--- src/rtl/rwm_sequencer.sv ---
// Frame sequencer: launches clear/write/read operations on an R/W memory for one camera frame.
// Defining RWM_SEQ_AUTOCLEAR_EN adds a memory-clear step (CLR state) at the start of every frame.
module rwm_sequencer #(
    parameter int N       = 2,
    parameter int M       = 2,
    parameter int TIMEOUT = 1024
) (
    input  logic       clk,
    input  logic       rst,
    input  logic       start,
    input  logic       cam_sof,
    input  logic       RWM_done,
    input  logic       RWM_valid,
    output logic       RWM_enable,
    output logic       rw,
    output logic       clear,
    output logic       busy,
    output logic       frame_done,
    output logic       error,
    output logic [7:0] frame_count,
    output logic [2:0] state_dbg
);
    localparam int L    = 3 * N * M;
    localparam int WD_W = $clog2(TIMEOUT + 1);
    localparam logic [15:0]     LEN_LO  = 16'(L - 1);
    localparam logic [15:0]     LEN_HI  = 16'(L);
    localparam logic [WD_W-1:0] WD_LAST = WD_W'(TIMEOUT - 1);

    typedef enum logic [2:0] {
        IDLE     = 3'd0,
        SOF_WAIT = 3'd1,
        WR       = 3'd2,
        RD       = 3'd3,
        FIN      = 3'd4,
`ifdef RWM_SEQ_AUTOCLEAR_EN
        ERR      = 3'd5,
        CLR      = 3'd6
`else
        ERR      = 3'd5
`endif
    } state_t;

    // Memory handshake: RWM_enable is a one-cycle launch with rw/clear held for the whole
    // operation; the memory answers with one RWM_done (and RWM_valid per byte on reads).
    // A done coinciding with our own launch strobe is stale and belongs to the previous op.
    state_t            state_q, state_d;
    logic              enable_q, enable_d;
    logic              rw_q, rw_d;
    logic              clear_q, clear_d;
    logic              busy_q, busy_d;
    logic              frame_done_q, frame_done_d;
    logic              error_q, error_d;
    logic [7:0]        frame_count_q, frame_count_d;
    logic [15:0]       rd_cnt_q, rd_cnt_d;
    logic [WD_W-1:0]   wdog_q, wdog_d;
    logic              op_done;
    logic              wdog_hit;

    always_comb begin
        state_d       = state_q;
        enable_d      = 1'b0;
        rw_d          = rw_q;
        clear_d       = clear_q;
        frame_done_d  = 1'b0;
        error_d       = error_q;
        frame_count_d = frame_count_q;
        rd_cnt_d      = rd_cnt_q;
        wdog_d        = wdog_q;
        op_done       = RWM_done && !enable_q;
        wdog_hit      = (wdog_q == WD_LAST);

        case (state_q)
            IDLE, ERR: begin
                if (start) begin
                    error_d  = 1'b0;
                    rd_cnt_d = '0;
                    wdog_d   = '0;
                    rw_d     = 1'b0;
`ifdef RWM_SEQ_AUTOCLEAR_EN
                    state_d  = CLR;
                    enable_d = 1'b1;
                    clear_d  = 1'b1;
`else
                    state_d  = SOF_WAIT;
`endif
                end
            end
`ifdef RWM_SEQ_AUTOCLEAR_EN
            CLR: begin
                wdog_d = wdog_q + 1'b1;
                if (op_done) begin
                    clear_d = 1'b0;
                    state_d = SOF_WAIT;
                end else if (wdog_hit) begin
                    clear_d = 1'b0;
                    error_d = 1'b1;
                    state_d = ERR;
                end
            end
`endif
            SOF_WAIT: begin
                if (cam_sof) begin
                    enable_d = 1'b1;
                    rw_d     = 1'b1;
                    wdog_d   = '0;
                    state_d  = WR;
                end
            end
            WR: begin
                wdog_d = wdog_q + 1'b1;
                if (op_done) begin
                    enable_d = 1'b1;
                    rw_d     = 1'b0;
                    wdog_d   = '0;
                    rd_cnt_d = '0;
                    state_d  = RD;
                end else if (wdog_hit) begin
                    rw_d    = 1'b0;
                    error_d = 1'b1;
                    state_d = ERR;
                end
            end
            RD: begin
                wdog_d = wdog_q + 1'b1;
                if (RWM_valid) rd_cnt_d = rd_cnt_q + 16'd1;
                // The last byte may or may not be counted before done, so accept L-1 or L.
                if (op_done) begin
                    if (rd_cnt_q == LEN_LO || rd_cnt_q == LEN_HI) begin
                        frame_done_d  = 1'b1;
                        frame_count_d = frame_count_q + 8'd1;
                        state_d       = FIN;
                    end else begin
                        error_d = 1'b1;
                        state_d = ERR;
                    end
                end else if (wdog_hit) begin
                    error_d = 1'b1;
                    state_d = ERR;
                end
            end
            FIN:     state_d = IDLE;
            default: state_d = IDLE;
        endcase
        busy_d = (state_d != IDLE);
    end

    always_ff @(posedge clk) begin
        if (rst) begin
            state_q       <= IDLE;
            enable_q      <= 1'b0;
            rw_q          <= 1'b0;
            clear_q       <= 1'b0;
            busy_q        <= 1'b0;
            frame_done_q  <= 1'b0;
            error_q       <= 1'b0;
            frame_count_q <= 8'd0;
            rd_cnt_q      <= 16'd0;
            wdog_q        <= '0;
        end else begin
            state_q       <= state_d;
            enable_q      <= enable_d;
            rw_q          <= rw_d;
            clear_q       <= clear_d;
            busy_q        <= busy_d;
            frame_done_q  <= frame_done_d;
            error_q       <= error_d;
            frame_count_q <= frame_count_d;
            rd_cnt_q      <= rd_cnt_d;
            wdog_q        <= wdog_d;
        end
    end

    assign RWM_enable  = enable_q;
    assign rw          = rw_q;
    assign clear       = clear_q;
    assign busy        = busy_q;
    assign frame_done  = frame_done_q;
    assign error       = error_q;
    assign frame_count = frame_count_q;
    assign state_dbg   = state_q;
endmodule
--- config.mk ---
export PLATFORM = sky130hd
export DESIGN_NAME = rwm_sequencer
export DESIGN_NICKNAME = d
export VERILOG_FILES = /design/src/rtl/rwm_sequencer.sv
export SDC_FILE = /design/constraint.sdc
export NUM_CORES = 1
export LEC_CHECK = 0
export CORE_ASPECT_RATIO = 0.5
export CORE_MARGIN = 2
export CORE_UTILIZATION = 25
export CTS_CLUSTER_DIAMETER = 200
export DETAILED_ROUTE_END_ITERATION = 10
export GPL_ROUTABILITY_DRIVEN = 1
export MAX_ROUTING_LAYER = met4
export SLEW_MARGIN = 20
export SYNTH_ARGS = -nofsm -noshare
export SYNTH_HDL_FRONTEND = slang
export SYNTH_SLANG_ARGS = --single-unit
export TNS_END_PERCENT = 50
--- constraint.sdc ---
create_clock -name clk -period 2.16 [get_ports clk]
set_clock_uncertainty 0.05 [all_clocks]
set_input_delay 0.216 -clock clk [delete_from_list [all_inputs] [get_ports clk]]
set_output_delay 0.216 -clock clk [all_outputs]
set_load 0.02 [all_outputs]
Word-level counts from Yosys, hierarchy flattened
Cells that the tools add are included.
Widths: inputs -> output; s select.
{"block": "classes", "addsub": 3, "n_eq_ne": 14, "n_mux": 29, "bitwise_logic": 2, "n_reduce_logical": 15}
{"operator": "$mux 16", "n": 3}
{"operator": "$pmux 16 s3", "n": 1}
{"operator": "$pmux 11 s4", "n": 1}
{"operator": "$mux 11", "n": 3}
{"operator": "$eq 16x4->1 const B", "n": 2}
{"operator": "$add 16x1->16 const B", "n": 1}
{"operator": "$mux 3", "n": 5}
{"operator": "$mux 1", "n": 12}
{"operator": "$pmux 3 s4", "n": 1}
{"operator": "$reduce_and 4->1", "n": 3}
{"operator": "$add 11x1->11 const B", "n": 1}
{"operator": "$eq 11x10->1 const B", "n": 1}
{"operator": "$ne 2x2->1 const B", "n": 5}
{"operator": "$reduce_bool 3->1", "n": 3}
{"operator": "$add 8x1->8 const B", "n": 1}
{"operator": "$eq 3x2->1 const B", "n": 2}
{"operator": "$ne 3x3->1 const B", "n": 2}
{"operator": "$pmux 1 s3", "n": 2}
{"operator": "$reduce_and 3->1", "n": 2}
{"operator": "$reduce_bool 4->1", "n": 1}
{"operator": "$eq 3x1->1 const B", "n": 1}
{"operator": "$eq 3x3->1 const B", "n": 1}
{"operator": "$logic_not 3->1", "n": 1}
{"operator": "$reduce_or 3->1", "n": 1}
{"operator": "other kinds (6)", "n": 7}
{"block": "word_totals", "ff_bits": 43, "input_bits": 6, "output_inout_bits": 17}

Depth between registers and ports, before layout
{"block": "depth", "word_depth": 6, "mapped_depth": 8, "mapped_depth_nobuf": 7}

Worst setup path after synthesis
Ideal clock, no wire load.
{"block": "synth_path", "kind": "register to register", "start": "register state_q[1] (netlist: state_dbg[1])", "end": "register wdog_q[9]", "arrival_ns": 1.732, "required_time_ns": 2.043, "slack_ns": 0.311, "stages_incl_launch_ff": 7, "n_path_buf": 1, "cell_sequence": "dfxtp_1 > buf_4 > inv_1 > a21o_4 > and2_4 > or4_4 > a21oi_2"}
{"block": "synth_between", "elab_chain_cells": 4, "elab_cells_between_ends": 11}
{"item": "from (decl)", "line": "46", "source": "state_t state_q, state_d;"}
{"item": "from (signal assigned)", "line": "160", "source": "state_q <= state_d;"}
{"item": "$eq 3x3->1 or $logic_not 3->1 (tied branches)", "line": "72", "source": "case (state_q)"}
{"item": "$reduce_or 2->1", "line": "72"}
{"item": "$reduce_bool 4->1 (no source line) or $ne 2x2->1 (tied branches)"}
{"item": "$reduce_and 3->1 (no source line)"}
{"item": "to (signal assigned)", "line": "169", "source": "wdog_q <= wdog_d;"}
{"item": "to (decl)", "line": "55", "source": "logic [WD_W-1:0] wdog_q, wdog_d;"}
Parallel ways exist; a longest one is shown, timed or not.
A chain may end at the register's enable or synchronous reset.

Worst setup path after layout
{"block": "layout_path", "start": "register state_q[0] (netlist: state_dbg[0])", "end": "output state_dbg[0]"}
{"item": "to (decl)", "line": "21", "source": "output logic [2:0] state_dbg"}
No word-level cell between the ends.

==> results.md <==
* CTS Sinks at 43
* Worst setup margin at 0.164 ns
* Fillers at 949
* Startpoint types: register
* GRT Overall Usage at 10.6%
* Initial antenna violation count at 0
* Core area at 9350 sq um
* PostCTS Resize Cnt at 0
* M1 GR Usage at 13.7%
* Max Freq at 501 MHz
* DR iter-0 viols at 112
* Synth Area in Adders at 2.10%
* PwrDens at 669 nW/um^2
* Hold Buf Count CTS at 0
* Critical Path RT at 1.89 ns
* Yosys warning count at 0
* Detailed-route wire length at 5.17 mm
* Vias in the first global route at 1803
* Final period util at 92.4%
* Via-per-instance ratio at 4.63
* FF+latch area at 861 sq um
* # nets final at 314
* Mapped Cells at 272
* Crit path DAT at 1.73 ns
* Simple-Gate Fraction of Synth Area at 27.0%
* FF-to-FF Start: state_dbg[1]
* Endpoints failing setup at 0
* Port Buf Inserts at 21
* Top cells by area, synth: dfxtp_1, xnor2_1, nor2_1
* Final Cell Area at 3000 sq um
* Final Hold Fails at 0
* Most frequent cell after synthesis: dfxtp_1
* Synth cell count leaders: dfxtp_1, nor2_1, xnor2_1
* Mux cell area share after synthesis at 0.419%
* H-tree Lvls at 2
* Clock Pin Slew Worst Setup and Hold Paths at 0.06 ns
* Post-synth EDFFs at 0
* FP Rows at 25
* Initial Util at 25.5%
* Clock Root Buffer: clkbuf_16
* Multi-input combinational cell area at 1420 sq um
* CP Cell Sequence: buf_4 -> clkdlybuf4s50_1
* Met3 Use GR at 2.36%
* Setup crit end kind: primary output
* Post-synth cell types at 58
* R2R depth at 6
* Pin count of the biggest net entering global routing at 15
* M2 GR Usage at 16.6%
* FF-to-FF End: rd_cnt_q[15]
* Layer with the highest usage: met2
* Crit Path Max Fanout at 12
* Layout cells sized above 1 at 13.4%
* Setup_tns at 0 ns
* R2R setup slack at 0.26 ns
* Post-DP HPWL at 3.78 mm
* RSZ-0062 raised after global routing: no
* Cell leakage power at 0.962 nW
* DRT Pass-1 Iters at 4
* Crit path kind: register to primary output
* VDD IR max at 0.354 mV
* Synthesized area at 2390 sq um
* Post-DP Area at 2810 sq um
* Die Span Y at 73.1 um
* Synth Register Bits at 43
* First-pass GRT wire length at 8.65 mm
* DRC at 0
* I/O pins at 23
* Hold WC Path Type: register to register
* Sequential area share after synthesis at 36.0%
* Fin. max-slew vios at 0
* CTS tree: built
* Critical path's slowest cell: clkdlybuf4s50_1
* Area grow syn2layout at 25.6%
* Worst-skew pair later-pin latency at 0.28 ns
* Bufs and invs on worst path at 2
* Largest family of logic cells by synthesized area: simple AND/OR/NAND/NOR gates
* Post-synthesis xor/xnor area fraction at 10.6%
* Routed vias at 1974
* Routability cong. at 0.823
* Compound-Gate Fraction of Synth Area at 19.0%
* Antenna viol nets, final at 0
* Share of the synthesized area in the top cell type at 36.0%
* Run status: complete, no violations
* Crit path depth at 2
* Wirelength per Cell at 12.1 um
* Hold Path Cell Cnt at 1
* CP top delay family: buffers and inverters
* Ant. Diodes at 0
* Global route overflow at 0
* Fin util at 32.1%
* Crit. Startpoint: state_dbg[0]
* Post-CTS Setup Bufs at 0
* Avg Inst Size Synth at 8.78 sq um
* Largest stage delay on the critical path at 0.61 ns
* Max Root-Sink Buffers at 2
* Critical Path End: state_dbg[0]
* Setup Slack @ Placement at 0.0205 ns
* Post-Synthesis Net Count at 282
* Area leader, netlist: dfxtp_1
* Asr flop ratio synth at 0%
* Clock buffer count from CTS at 5
* Synth Flop Type: dfxtp_1
* Max cap viols at 0
* Die area at 10400 sq um
* Die span in x at 142 um
* Fin crit period at 2.00 ns
## where the power goes
group / internal [mW] / switching [mW]
Combinational: 0.0929 / 0.117
Sequential: 0.805 / 0.0203
Clock: 0.663 / 0.308
## flip-flops by register name, indices dropped and copies added, names as in the netlist, 3 cells and up
register     flops
frame_count      8
state_dbg        3
rd_cnt_q        16
wdog_q          11
## area by class of cell
type / count / area share [%]
timing repair buffer: 37 / 11.8
sequential: 43 / 28.7
inverter: 7 / 0.876
clock buffer: 6 / 4.30
multi-input combinational: 210 / 47.2
clock inverter: 2 / 2.00
tap: 121 / 5.05
## worst min path at each step
| stage | from | slack [ns] | end |
|---|---|---|---|
| after floorplan | start | 0.28 | error |
| after global placement | wdog_q[10] | 0.44 | wdog_q[10] |
| after detailed placement | wdog_q[9] | 0.44 | wdog_q[9] |
| after CTS | wdog_q[9] | 0.45 | wdog_q[9] |
| after global routing | wdog_q[9] | 0.48 | wdog_q[9] |
| final | wdog_q[10] | 0.45 | wdog_q[10] |
## per-layer routing
| layer | share of wire (%) | wire length [um] | vias up |
|---|---|---|---|
| met5 | 0 | 0 | - |
| met4 | 1.4 | 70 | 0 |
| met3 | 3.1 | 159 | 7 |
| met2 | 45 | 2330 | 28 |
| met1 | 51 | 2620 | 905 |
| li1 | - | - | 1034 |
## cells by family (layout without fill, tap and decap cells)
logic type | count (synthesis) | in the layout
XOR/XNOR | 29 | 29
AND/OR/NAND/NOR | 124 | 124
multiplexers | 1 | 1
other | 1 | 1
buffers and inverters | 19 | 52
adder cells (fa/ha/maj) | 4 | 4
flip-flops | 43 | 43
AO/OA/AOI/OAI | 51 | 51
## stage by stage
| step | power [mW] | hold WS [ns] | std cells |
|---|---|---|---|
| after floorplan | 0.981 | 0.282 | 272 |
| after global placement | 1.05 | 0.440 | 418 |
| after detailed placement | 1.05 | 0.444 | 418 |
| after CTS | 2.03 | 0.452 | 426 |
| after global routing | 2.08 | 0.482 | 426 |
| final | 2.01 | 0.447 | 426 |
## placed cells by master, fill, tap and decap left out, types with 5 or more instances in the layout
cell,count
dfxtp_1,43
nor2_1,39
xnor2_1,25
clkdlybuf4s50_1,21
nand2_1,20
nand3_1,16
buf_4,14
a21oi_1,11
nor3_1,8
inv_1,7
o21ai_0,5
nor4_1,5
and4_1,5
a211oi_1,5
clkbuf_16,5
No activity file was read; power rests on OpenSTA's default activity.
